<file path="src/rtl/hash_collector.sv">
// Reassembles the byte-serial Blake2 digest stream into parallel words and
// buffers completed digests in a 2-entry FIFO with a valid/ready handshake.
module hash_collector #(
    parameter int HASH_BYTES = 32,
    parameter int CNT_W      = 16,
    localparam int LEN_W     = $clog2(HASH_BYTES + 1),
    localparam int DIG_W     = 8 * HASH_BYTES
) (
    input  logic             clk,
    input  logic             rst,
    input  logic             hash_v_i,
    input  logic [7:0]       hash_i,
    output logic             digest_valid_o,
    input  logic             digest_ready_i,
    output logic [DIG_W-1:0] digest_o,
    output logic [LEN_W-1:0] digest_len_o,
    output logic [CNT_W-1:0] digest_cnt_o,
    output logic             overflow_o,
    output logic             too_long_o
);

    typedef enum logic {IDLE, COLLECT} state_t;

    localparam logic [LEN_W-1:0] MAX_LEN = LEN_W'(HASH_BYTES);

    state_t           state_q, state_d;
    logic [DIG_W-1:0] asm_q;
    logic [LEN_W-1:0] cnt_q;
    logic [DIG_W-1:0] head_data_q, tail_data_q;
    logic [LEN_W-1:0] head_len_q, tail_len_q;
    logic [1:0]       occ_q;
    logic [CNT_W-1:0] dcnt_q;
    logic             ovf_q, tl_q;
    logic             commit, pop, push, at_max;

    always_comb begin
        state_d = state_q;
        commit  = 1'b0;
        case (state_q)
            IDLE:    if (hash_v_i) state_d = COLLECT;
            COLLECT: if (!hash_v_i) begin
                state_d = IDLE;
                commit  = 1'b1;
            end
            default: state_d = IDLE;
        endcase
    end

    always_ff @(posedge clk) begin
        if (rst) state_q <= IDLE;
        else     state_q <= state_d;
    end

    // A full FIFO can still take a commit when the head leaves on the same edge.
    assign pop    = (occ_q != 2'd0) && digest_ready_i;
    assign push   = commit && ((occ_q != 2'd2) || pop);
    assign at_max = (cnt_q == MAX_LEN);

    // Assembly stage: bytes land at index cnt_q; everything above stays zero.
    always_ff @(posedge clk) begin
        if (rst) begin
            asm_q <= '0;
            cnt_q <= '0;
        end else if (state_q == IDLE) begin
            asm_q <= '0;
            cnt_q <= '0;
            if (hash_v_i) begin
                asm_q[7:0] <= hash_i;
                cnt_q      <= LEN_W'(1);
            end
        end else if (hash_v_i && !at_max) begin
            for (int k = 0; k < HASH_BYTES; k++) begin
                if (cnt_q == LEN_W'(k)) asm_q[8*k +: 8] <= hash_i;
            end
            cnt_q <= cnt_q + LEN_W'(1);
        end
    end

    // FIFO stage: head is a register so the outputs hold after the last pop.
    always_ff @(posedge clk) begin
        if (rst) begin
            occ_q       <= '0;
            head_data_q <= '0;
            head_len_q  <= '0;
        end else begin
            occ_q <= occ_q + {1'b0, push} - {1'b0, pop};
            case (occ_q)
                2'd0: if (push) begin
                    head_data_q <= asm_q;
                    head_len_q  <= cnt_q;
                end
                2'd1: if (push && pop) begin
                    head_data_q <= asm_q;
                    head_len_q  <= cnt_q;
                end
                default: if (pop) begin
                    head_data_q <= tail_data_q;
                    head_len_q  <= tail_len_q;
                end
            endcase
        end
    end

    always_ff @(posedge clk) begin
        if (push && ((occ_q == 2'd1 && !pop) || occ_q == 2'd2)) begin
            tail_data_q <= asm_q;
            tail_len_q  <= cnt_q;
        end
    end

    always_ff @(posedge clk) begin
        if (rst) begin
            dcnt_q <= '0;
            ovf_q  <= 1'b0;
            tl_q   <= 1'b0;
        end else begin
            if (push && (dcnt_q != '1)) dcnt_q <= dcnt_q + CNT_W'(1);
            if (commit && !push)        ovf_q  <= 1'b1;
            if (state_q == COLLECT && hash_v_i && at_max) tl_q <= 1'b1;
        end
    end

    assign digest_valid_o = (occ_q != 2'd0);
    assign digest_o       = head_data_q;
    assign digest_len_o   = head_len_q;
    assign digest_cnt_o   = dcnt_q;
    assign overflow_o     = ovf_q;
    assign too_long_o     = tl_q;

endmodule

</file>
<file path="config.mk">
export PLATFORM = sky130hd
export DESIGN_NAME = hash_collector
export DESIGN_NICKNAME = d
export VERILOG_FILES = /design/src/rtl/hash_collector.sv
export SDC_FILE = /design/constraint.sdc
export NUM_CORES = 1
export LEC_CHECK = 0
export ABC_CLOCK_PERIOD_IN_PS = 27300
export CORE_MARGIN = 5
export CORE_UTILIZATION = 50
export CTS_CLUSTER_DIAMETER = 200
export DETAILED_ROUTE_END_ITERATION = 8
export GPL_TIMING_DRIVEN = 0
export PLACE_DENSITY = 0.75
export SLEW_MARGIN = 10
export SYNTH_ARGS = -nofsm -noshare
export SYNTH_HDL_FRONTEND = slang
export SYNTH_SLANG_ARGS = --single-unit
</file>
<file path="constraint.sdc">
create_clock -name clk -period 27.3 [get_ports clk]
set_input_delay 8.19 -clock clk [delete_from_list [all_inputs] [get_ports clk]]
set_output_delay 8.19 -clock clk [all_outputs]
set_load 0.02 [all_outputs]
</file>
=== After elaboration in Yosys (flattened, before gate mapping) ===
Cells that the tools add are included.

* Eq/ne operators: 40
* Multiplexer cells: 18
* Bitwise logic cells: 1
* Add/subtract/negate cells: 4
* Reduce and logical (&&, ||, !) cells: 53

{| class="wikitable"
|+ Operators with widths
! operator !! number
|-
| 256-bit 2-to-1 mux || 3
|-
| 256-bit one-hot mux with 2 select lines || 1
|-
| 6-bit by 5-bit == test with 1-bit output, second input constant || 16
|-
| 2-bit AND reduction || 32
|-
| 6-bit by 4-bit == test with 1-bit output, second input constant || 8
|-
| 8-bit 2-to-1 mux || 4
|-
| 6-bit 2-to-1 mux || 5
|-
| 6-bit by 3-bit == test with 1-bit output, second input constant || 4
|-
| 16-bit by 1-bit adder with 16-bit output, second input constant || 1
|-
| 16-bit inequality test, second input constant || 1
|-
| 6-bit by 2-bit == test with 1-bit output, second input constant || 2
|-
| 6-bit one-hot mux with 2 select lines || 1
|-
| 1-bit logical AND || 10
|-
| 6-bit by 1-bit adder with 6-bit output, second input constant || 1
|-
| 6-bit by 1-bit == test with 1-bit output, second input constant || 1
|-
| 6-bit == test, second input constant || 1
|-
| 6-bit logical NOT || 1
|-
| 2-bit inequality test, second input constant || 3
|-
| 1-bit 2-to-1 mux || 4
|-
| 2-bit by 1-bit inequality test with 1-bit output, second input constant || 2
|-
| 1-bit logical NOT || 3
|-
| 3-bit AND reduction || 1
|-
| 3-bit nonzero test || 1
|-
| 2-bit by 1-bit adder with 2-bit output || 1
|-
| 8 further kinds || 9
|}

* Register bits after elaboration: 807
* Logic and storage cells: 158
* Output and inout port bits: 281
* Input bits: 12

=== Depth between registers and ports, before layout ===
* Depth after elaboration: 7
* Gate-level depth with buffers: 9
* Gate-level depth less buffers: 7

=== Worst setup path after synthesis ===
OpenSTA, ideal clock, no wires.

* Path type: in2reg
* From: input hash_v_i
* To: register tail_data_q[0], enable pin
* Required time: 26.328 ns
* Stages on the path: 5
* Setup time: 0.972 ns
* Path buffers: 2
* Setup slack: 5.002 ns
* Data arrival time: 21.326 ns
* Cells stage by stage: clkbuf_1 -> nor2b_1 -> buf_2 -> nand2_1 -> a21oi_1

* Cells in the longest elaborated chain, start to end: 4

{| class="wikitable"
|+ RTL lines
! element !! RTL line !! source
|-
| from (decl) || 11 || <nowiki>input logic hash_v_i,</nowiki>
|-
| 1-bit 2-to-1 mux || 41 || <nowiki>COLLECT: if (!hash_v_i) begin</nowiki>
|-
| 1-bit 2-to-1 mux || 39 || <nowiki>case (state_q)</nowiki>
|-
| 1-bit logical AND || 56 || <nowiki>assign push = commit && ((occ_q != 2'd2) || pop);</nowiki>
|-
| 1-bit logical AND || 105 || <nowiki>if (push && ((occ_q == 2'd1 && !pop) || occ_q == 2'd2)) begin</nowiki>
|-
| to (signal assigned) || 106 || <nowiki>tail_data_q <= asm_q;</nowiki>
|-
| to (decl) || 29 || <nowiki>logic [DIG_W-1:0] head_data_q, tail_data_q;</nowiki>
|}

No other way between the ends.
A chain may end at the register's enable or synchronous reset.

=== Worst setup path after layout ===
* From: input digest_ready_i
* To: register tail_data_q[50], enable pin

* Cells in the longest elaborated chain, start to end: 5
* Elaborated cells between the ends (all ways): 7
* Those cells by class: reduce/logical (7)

{| class="wikitable"
|+ RTL lines
! element !! RTL line !! source
|-
| from (decl) || 14 || <nowiki>input logic digest_ready_i,</nowiki>
|-
| 1-bit logical AND (*) || 55 || <nowiki>assign pop = (occ_q != 2'd0) && digest_ready_i;</nowiki>
|-
| 1-bit logical NOT || 105 ||
|-
| 1-bit logical AND || 105 ||
|-
| 1-bit logical OR || 105 ||
|-
| 1-bit logical AND (*) || 105 ||
|}

Mark *: on every way between the ends. The rest lies on a longest branch, timed or not.

==> impl_metrics.yaml <==
sta:
  slew_headroom_pct: 17.14
  fin_skew_ps: 13.83
  max_freq_mhz: 91.67
  finalHoldViolations: 0
  fin_crit_sh_pct: 39.96
  finalWorstPathRequiredPeriod_ps: 10910
  tightest_slew_ps: 1232
  finalMaxSlewViolations: 0
  setup_violations: 0
  rsz0062_at_grt: "no"
  tns_ps: 0
floorplanning:
  core.rowCount: 89
  ios: 293
  fp.dieH_um: 254.2
  start_util_pct: 50.52
  die_w_um: 254.2
  die_area_um2: 64620
  fp.coreArea_um2: 59020
synth:
  seq_area_frac_synth_pct: 62.98
  syn-num-nets: 2524
  yosys.area.top_type: "dfxtp_1"
  yosysMostFrequentCell: "dfxtp_1"
  postSynthCellCount: 2506
  async_flop_share_pct: 0
  synth_common_cells: "545 x dfxtp_1, 380 x nor2_1, 367 x mux2i_1"
  yosys_most_used_dff: "dfxtp_1"
  synth-seq-cells: 807
  syn_area_um2: 29820
  avgSynthCellArea_um2: 11.90
  ys_warn_count: 0
  ys_types: 56
  synth_edf_count: 262
  synth.top_cell.area_share_pct: 36.59
  synth_area_leaders: "dfxtp_1 37%, edfxtp_1 26%, mux2i_1 12%"
place:
  io_buffers: 290
  place.gp.congestion: 0.8385
  place_area_um2: 34000
  hpwl_mm: 57.36
finish:
  multi_input_comb_area_um2: 10070
  fillerInstances: 4496
  layout-drive-gt1-share_pct: 9.186
  syn_to_final_growth_pct: 23.86
  fin_util_pct: 62.58
  final-seq-area_um2: 18780
  stdcell_area_um2: 36930
  final_nets: 2910
  antenna_cells: 0
clock_tree:
  clockBufferDepth: 3
  cts_max_level: 3
  clkLatencyLatePin_ps: 620
  clk_pin_slew_worst_paths_ps: 60
  cts_buffers: 82
  cts_resized: 0
  cts_tree: "built"
  ctsHoldBuffers: 0
  cts.sinks: 807
  postCtsSetupBuffers: 0
  cts_root_buffer: "clkbuf_16"
critical_path:
  worst_r2r_path_depth: 11
  arrival_ps: 11220
  r2r-end: "tail_data_q[50]"
  required_ps: 27620
  r2r_start: "occ_q[1]"
  critPathLaunchType: "input pin"
  critPathCaptureType: "flip-flop"
  r2r_slack_ps: 23700
  crit_path_max_fanout: 29
  critical_path_class: "input pin to flip-flop"
  worstSetupStartpoint: "digest_ready_i"
pwr:
  ir_drop_mv: 0.05878
  power_per_cell_area_nw_per_um2: 78.77
  finalPower_w: 0.002909
  leakage_nw: 12.02
worst_hold_path:
  hold_end: "tail_data_q[178]"
  min_delay_path_depth: 0
  hold_class: "flip-flop to flip-flop"
  worstHoldStart: "asm_q[178]"
detailed_routing:
  vias_per_cell: 5.739
  first_iter_violations: 1602
  ant_nets: 0
  vias: 21430
  drt-total-wl_mm: 82.15
  drt_pass1_iterations: 5
  wire_per_inst_um: 22.00
  drc_errors: 0
outcome:
  outcome: "completed"
grt:
  grt_usage_pct: 24.48
  grt_pass1_vias: 20840
  grt_antenna_before_repair: 0
  grt_pass1_wl_mm: 123.2
  grt_max_degree: 30
  overflow: 0
flow_run:
  maxCapViolations: 0
-- flip-flops by register name (all words and copies together), names as in the netlist --
signal and cells:
digest_cnt_o 16, tail_data_q 256, occ_q 2, too_long_o 1
digest_o 256, digest_len_o 6, cnt_q 6, overflow_o 1
state_q 1, asm_q 256, tail_len_q 6
-- power by group --
group,internal [W],switching (W),total [W]
clock network,0.000736,0.000465,0.00120
registers,0.00129,0.0000401,0.00133
logic,0.000156,0.000225,0.000381
-- stage by stage --
stage	hold WS (ps)	instances	setup slack, ps
detailed placement	440.7	3581	15790
global route	462.9	3734	16290
global placement	434.5	3569	-1352
floorplan	428.8	2506	5002
CTS	450.7	3734	16410
finish	452.6	3734	16390
-- routing by layer --
metal	part of all wire, %	vias to the layer above	track usage, %
met4	3.1	0	8.223
met5	0	-	0
met1	42	10580	32.51
met3	6.5	161	3.977
met2	49	726	41.33
li1	-	9961	-
-- worst max-delay path by stage --
stage	depth (start not counted)	slack, ps	endpoint
floorplan	5	5000	tail_data_q[0]
global placement	5	-1350	tail_data_q[50]
detailed placement	11	15790	tail_data_q[49]
CTS	6	16410	asm_q[199]
global route	11	16290	tail_data_q[35]
finish	11	16390	tail_data_q[50]
-- cell type report --
type,count,area share [%]
inverters,9,0.09147
flip-flops and latches,807,50.85
well taps,773,2.619
plain buffers,200,2.568
repair buffers,302,8.673
clock inverters,32,1.233
clock buffers,121,6.711
multi-input cells,1490,27.26
-- layout by cell type, fill, tap and decap left out, types with 12 or more instances in the layout --
cell	synthesis	routed
a211oi_1	264	264
nand2_1	31	31
nor2_1	380	380
a21oi_1	13	12
mux2i_1	367	367
clkbuf_1	109	129
buf_2	65	65
clkbuf_16	0	90
nand3_1	154	154
edfxtp_1	262	262
o21ai_0	147	147
dfxtp_1	545	545
clkdlybuf4s50_1	0	290
clkinv_2	0	12
-- worst max-delay path, cell delays in order --
cell	delay, ps
clkdlybuf4s50_1	580
or3b_2	150
buf_2	180
nand2_1	210
a21oi_4	680
buf_16	250
buf_16	180
buf_16	190
buf_16	180
buf_16	170
buf_12	190
-- cells by family (layout without fill, tap and decap cells) --
| kind of cell | count (synthesis) | in the layout | share of synthesized area (%) |
|---|---|---|---|
| AOI/OAI and AO/OA | 468 | 468 | 11.16 |
| buffers and inverters | 209 | 664 | 3.294 |
| muxes | 371 | 371 | 12.47 |
| and+or+nand+nor | 642 | 642 | 9.757 |
| xor gates and xnor gates | 3 | 3 | 0.08814 |
| DFF | 807 | 807 | 62.98 |
| adders and majority gates | 6 | 6 | 0.2518 |
No activity file was read; power rests on OpenSTA's default activity.
